[src/rtl/exec_stage.sv]
// exec_stage: three-cycle execute sequencer in front of an 8-bit combinational ALU.
// An instruction is accepted in IDLE, its operands go to the ALU during EXEC, and
// the ALU result is reported and committed to the 4x8 register file during WB.
// Register r0 always reads as zero and ignores writes.

module exec_stage (
    input  logic       clk,
    input  logic       rst_n,
    input  logic       in_valid,
    output logic       in_ready,
    input  logic [2:0] in_op,
    input  logic [1:0] in_rd,
    input  logic [1:0] in_rs,
    input  logic [1:0] in_rt,
    input  logic       in_use_imm,
    input  logic [7:0] in_imm,
    output logic [2:0] alu_op,
    output logic [7:0] alu_a,
    output logic [7:0] alu_b,
    input  logic [7:0] alu_ans,
    input  logic       alu_zero,
    output logic       wb_valid,
    output logic [1:0] wb_rd,
    output logic [7:0] wb_data,
    output logic       br_valid,
    output logic       br_taken,
    output logic       illegal
);

    localparam logic [1:0] S_IDLE = 2'd0;
    localparam logic [1:0] S_EXEC = 2'd1;
    localparam logic [1:0] S_WB   = 2'd2;

    localparam logic [2:0] OP_ADD     = 3'b000;
    localparam logic [2:0] OP_ILLEGAL = 3'b101;
    localparam logic [2:0] OP_BZ      = 3'b111;

    logic [1:0] state;
    logic [7:0] regs [4];
    logic [1:0] rd_q;
    logic [2:0] op_q;
    logic [7:0] read_a;
    logic [7:0] read_b;
    logic       is_bz;
    logic       is_illegal;
    logic       is_alu;

    assign in_ready   = (state == S_IDLE) && rst_n;
    assign is_bz      = (op_q == OP_BZ);
    assign is_illegal = (op_q == OP_ILLEGAL);
    assign is_alu     = !is_bz && !is_illegal;

    // Register file read ports; r0 is hardwired to zero regardless of storage.
    always_comb begin
        read_a = (in_rs == 2'd0) ? 8'h00 : regs[in_rs];
        read_b = (in_rt == 2'd0) ? 8'h00 : regs[in_rt];
    end

    // Register file write port: commits the reported result at the end of WB.
    always_ff @(posedge clk) begin
        if (!rst_n) begin
            for (int i = 0; i < 4; i++) begin
                regs[i] <= 8'h00;
            end
        end else if (state == S_WB && wb_valid && wb_rd != 2'd0) begin
            regs[wb_rd] <= wb_data;
        end
    end

    // Sequencer: latches the instruction on accept, captures ALU results after
    // EXEC, and drives the one-cycle WB pulses before returning to IDLE.
    always_ff @(posedge clk) begin
        if (!rst_n) begin
            state    <= S_IDLE;
            rd_q     <= 2'd0;
            op_q     <= 3'd0;
            alu_op   <= 3'd0;
            alu_a    <= 8'h00;
            alu_b    <= 8'h00;
            wb_valid <= 1'b0;
            wb_rd    <= 2'd0;
            wb_data  <= 8'h00;
            br_valid <= 1'b0;
            br_taken <= 1'b0;
            illegal  <= 1'b0;
        end else begin
            case (state)
                S_IDLE: begin
                    if (in_valid) begin
                        alu_a  <= read_a;
                        alu_b  <= in_use_imm ? in_imm : read_b;
                        alu_op <= (in_op == OP_ILLEGAL) ? OP_ADD : in_op;
                        rd_q   <= in_rd;
                        op_q   <= in_op;
                        state  <= S_EXEC;
                    end
                end
                S_EXEC: begin
                    wb_valid <= is_alu;
                    wb_rd    <= is_alu ? rd_q : 2'd0;
                    wb_data  <= is_alu ? alu_ans : 8'h00;
                    br_valid <= is_bz;
                    br_taken <= is_bz && alu_zero;
                    illegal  <= is_illegal;
                    state    <= S_WB;
                end
                S_WB: begin
                    wb_valid <= 1'b0;
                    wb_rd    <= 2'd0;
                    wb_data  <= 8'h00;
                    br_valid <= 1'b0;
                    br_taken <= 1'b0;
                    illegal  <= 1'b0;
                    state    <= S_IDLE;
                end
                default: begin
                    state <= S_IDLE;
                end
            endcase
        end
    end

endmodule
[config.mk]
export PLATFORM = sky130hd
export DESIGN_NAME = exec_stage
export DESIGN_NICKNAME = d
export VERILOG_FILES = /design/src/rtl/exec_stage.sv
export SDC_FILE = /design/constraint.sdc
export NUM_CORES = 1
export LEC_CHECK = 0
export CORE_ASPECT_RATIO = 0.7
export CORE_MARGIN = 5
export CORE_UTILIZATION = 31
export DETAILED_ROUTE_END_ITERATION = 12
export PLACE_DENSITY = 0.56
export SETUP_SLACK_MARGIN = 0.4
export SYNTH_ARGS = -nofsm -noshare
export SYNTH_HDL_FRONTEND = slang
export SYNTH_SLANG_ARGS = --single-unit
export TNS_END_PERCENT = 1
[constraint.sdc]
create_clock -name clk -period 2.5 [get_ports clk]
set_input_delay 0.5 -clock clk [delete_from_list [all_inputs] [get_ports clk]]
set_output_delay 0.5 -clock clk [all_outputs]
set_load 0.05 [all_outputs]
Word-level counts from Yosys, hierarchy flattened --
Memory sizes are Yosys's and may differ from the RTL's. Index checks and enable logic that the tools add are counted.
Storage, ports and cells: output and inout port bits 34, bits in writable memories 32, flip-flop bits (word level) 40, memories 1
Memories:
- regs | words 4, width 8, rd ports 2, clocked after Yosys merged registers in 0, wr ports 4, line 39 | logic [7:0] regs [4];
Operators by class: reduce and logical (&&, ||, !) cells 14, mux-type cells 21, equal/unequal tests 6
Operator list (count):
- $mux W8 | 5
- $pmux W8 S2 | 1
- $eq A3 B3 Y1 const B | 3
- $pmux W1 S2 | 4
- $pmux W2 S2 | 2
- $reduce_or A8 Y1 | 1
- $logic_not A2 Y1 | 3
- $mux W2 | 3
- $logic_and A1 B1 Y1 | 5
- $mux W1 | 5
- $reduce_bool A2 Y1 | 2
- $mux W3 | 1
- $eq A2 B1 Y1 const B | 1
- $eq A2 B2 Y1 const B | 1
- $logic_not A1 Y1 | 2
- $ne A2 B2 Y1 const B | 1
- $reduce_and A2 Y1 | 1

Longest topological paths before layout --
depth after elaboration 8, depth in mapped cells 6

Worst setup path before layout --
OpenSTA, ideal clock, no wires.
kind flip-flop to flip-flop, from register wb_rd[1], to memory regs[2][0] (enable), cell stages (with the launch flop) 3, path slack 0.615 ns, arrival time 1.501 ns, buffers on the path 0, clock period less this slack 1.885 ns, setup time 0.384 ns, cells stage by stage dfxtp_1 > nand3_1 > o21ai_0
RTL lines:
- start, declared | line 23 | output logic [1:0] wb_rd,
- start signal, assigned | line 100 | wb_rd <= is_alu ? rd_q : 2'd0;
- end, declared | line 39

Worst setup path in the final report --
from register wb_data[7], to output port wb_data[7]
RTL lines:
- start, declared | line 24 | output logic [7:0] wb_data,
- start signal, assigned | line 101 | wb_data <= is_alu ? alu_ans : 8'h00;
No word-level cell between the ends.

==> impl_results.md <==
- Run status: finished, final reports clean
- Post-synth top area cell: dfxtp_1
- YS warnings: 0
- Ys async rst share: 0%
- CTS tree: done
- Worst setup SP type: register
- Total negative setup slack: 0 ns
- Vias in the first global route: 2176
- Dpl hpwl: 5.434 mm
- Root buf cell: clkbuf_16
- CP Cell Sequence: clkdlybuf4s50_1
- Fin crit share: 84.32%
- Clock Latency Late Sink: 0.33 ns
- CP bufs+invs: 1
- Pre-CTS setup slack: 0.3705 ns
- Multi-input combinational cell area: 1196 um^2
- ANT cells: 0
- DR iter-0 viols: 151
- CP Launch Point: wb_data[7]
- Slew Viols, Final: 0
- Critical Path Max Stage Delay: 0.85 ns
- Endpoint type of the worst setup path: output port
- Worst hold-check path type: reg -> reg
- Sink Count: 64
- Worst setup margin: 0.3920 ns
- Max Root-Sink Buffers: 2
- Final setup viols: 0
- Worst endpoint required time: 2.00 ns
- Syn nets: 298
- Post-CTS Setup Inserts: 0
- Min-delay src: alu_op[0]
- Sequential share of the synthesized area: 53.71%
- CP max FO: 5
- Slew HR: 27.39%
- Worst EP arrival: 1.61 ns
- Area delta synth->final: 37.01%
- First-pass GRT wire length: 12.10 mm
- Fillcell total: 891
- DR WL/cell: 16.17 um
- FF+latch count, synth: 64
- RSZ-0062 raised after global routing: true
- P_leak: 0.001455 uW
- Max cap viols: 0
- Dominant cells by area after synthesis: dfxtp_1, edfxtp_1, and2_1
- Fraction of layout cells with a size suffix above 1: 13.81%
- CTS buffer count: 9
- Crit Path Category: reg -> out
- RR Startpoint: state[0]
- Number of synthesized flops with an enable pin: 24
- CTS Hold Bufs: 0
- Worst vdd ir: 307.7 uV
- Most common cell in the netlist: dfxtp_1
- Clk pin slew, worst setup/hold paths: 0.06 ns
- Cells after Synth: 264
- Slowest cell on the critical path: clkdlybuf4s50_1
- FP Rows: 29
- H-tree depth: 3
- Nets: 362
- Drt first pass iters: 4
- Main synth FF type: dfxtp_1
- Final hold viol count: 0
- GR Overflow Total: 0
- Synth top cells by count: dfxtp_1, and2_1, nor2_1, edfxtp_1, nand2_1
- Worst slew pin tran: 1.078 ns
- Die span in x: 124.3 um
- Total GRT Usage: 13.76%
- Post-synth top area share: 28.27%
- RD Place Congestion: 0.7722
- Mapped cell area: 2833 um^2
- Largest net degree at the start of global routing: 24
- Fin crit period: 2.108 ns
- Final WL: 7.391 mm
- I/O pin count: 64
- Register area: 1521 um^2
- Routed Antenna Nets: 0
- Initial core utilization: 31.48%
- Routed vias/inst: 4.751
- Yosys cell types: 32
- DRC: 0
- PD cells: 837.8 nW/um^2
- Area of the die: 11180 um^2
- Crit-path leading delay family: buffers and inverters
- Die H: 89.98 um
- IO Port Bufs: 63
- Skew final: 0.008321 ns
- Core area: 8999 um^2
- FMAX: 474.4 MHz
- Synth Area per Inst: 10.73 um^2
- Via count: 2171
- Initial antenna violation count: 0
==> power breakdown <==
| group | switching [uW] | internal (uW) | total (uW) |
|---|---|---|---|
| Combinational | 483 | 286 | 768 |
| Clock | 486 | 741 | 1230 |
| Sequential | 81.4 | 1180 | 1260 |
==> layout by cell type (no fill, tap or decap), types with 4 or more instances in the layout <==
cell,netlist,routed
edfxtp_1,24,24
nand2_1,24,24
dfxtp_1,40,40
nand3_1,4,4
mux2_2,9,9
o21ai_0,18,17
clkbuf_16,0,10
inv_1,5,5
ha_1,4,4
buf_4,1,7
mux2_4,7,7
nor2_1,25,25
and2_1,26,26
nand2b_1,4,4
a32oi_1,10,10
a221oi_1,13,13
a21oi_1,16,16
clkdlybuf4s50_1,0,61
==> worst reg2reg max path: cells and delay by family, from the launching register on <==
kind                     cells  cell delay (ns)
AO/OA/AOI/OAI                1             0.85
flip-flops                   1             0.32
adder cells (fa/ha/maj)      1             0.27
AND/OR/NAND/NOR              1             0.13
buffers and inverters        1             0.10
==> worst paths after layout <==
| check | endpoint | slack [ns] | cells past startpoint |
|---|---|---|---|
| worst max-delay path | wb_data[7] | 0.39 | 1 |
| worst max register to register | regs[2][1] | 0.44 | 4 |
| worst min register to register | alu_op[0] | 0.46 | 2 |
| worst min-delay path | alu_op[0] | 0.46 | 2 |
==> flip-flops by register name (all words and copies together) (netlist names) <==
register / cells
regs: 24
alu_a: 8
alu_b: 8
wb_data: 8
alu_op: 3
op_q: 3
rd_q: 2
state: 2
wb_rd: 2
br_taken: 1
br_valid: 1
illegal: 1
wb_valid: 1
==> logic make-up after synthesis <==
| kind of cell | Yosys count | synth area share, % |
|---|---|---|
| buffers and inverters | 22 | 4.064 |
| AND/OR/NAND/NOR | 92 | 16.65 |
| AO/OA/AOI/OAI | 64 | 15.81 |
| multiplexers | 18 | 7.995 |
| flip-flops | 64 | 53.71 |
| adder cells (fa/ha/maj) | 4 | 1.767 |
==> metrics by stage <==
step	total power, uW	hold WS (ns)	cells	utilization (%)	cell area (um^2)
floorplan	1766	0.4364	264	-	2833
global placement	2042	0.4444	441	39.84	3585
detailed placement	2048	0.4442	441	39.84	3585
CTS	3287	0.4618	457	43.13	3881
global route	3416	0.4770	457	43.13	3881
finish	3252	0.4583	457	43.13	3881
==> layer usage <==
metal / global-route usage (%) / up-vias / wire length, um
li1: - / 1088 / -
met1: 21.07 / 998 / 4071
met2: 16.68 / 78 / 2679
met3: 6.991 / 7 / 568
met4: 3.011 / 0 / 71
met5: 0 / - / 0
==> final cells by class <==
type                    instances  area share [%]
repair buffers                 70           17.83
multi-input cells             178           30.82
inverters                       5          0.4836
flip-flops and latches         64           39.20
clock inverters                 6           1.225
clock buffers                  10           6.447
well taps                     124           3.997
==> timing repair <==
action / 4_1_cts / 5_1_grt
setup endpoints to repair: 21 / 26
gates cloned: 0 / 0
gates resized for setup: 1 / 1
Note: power is estimated with default switching activity, not from simulation.
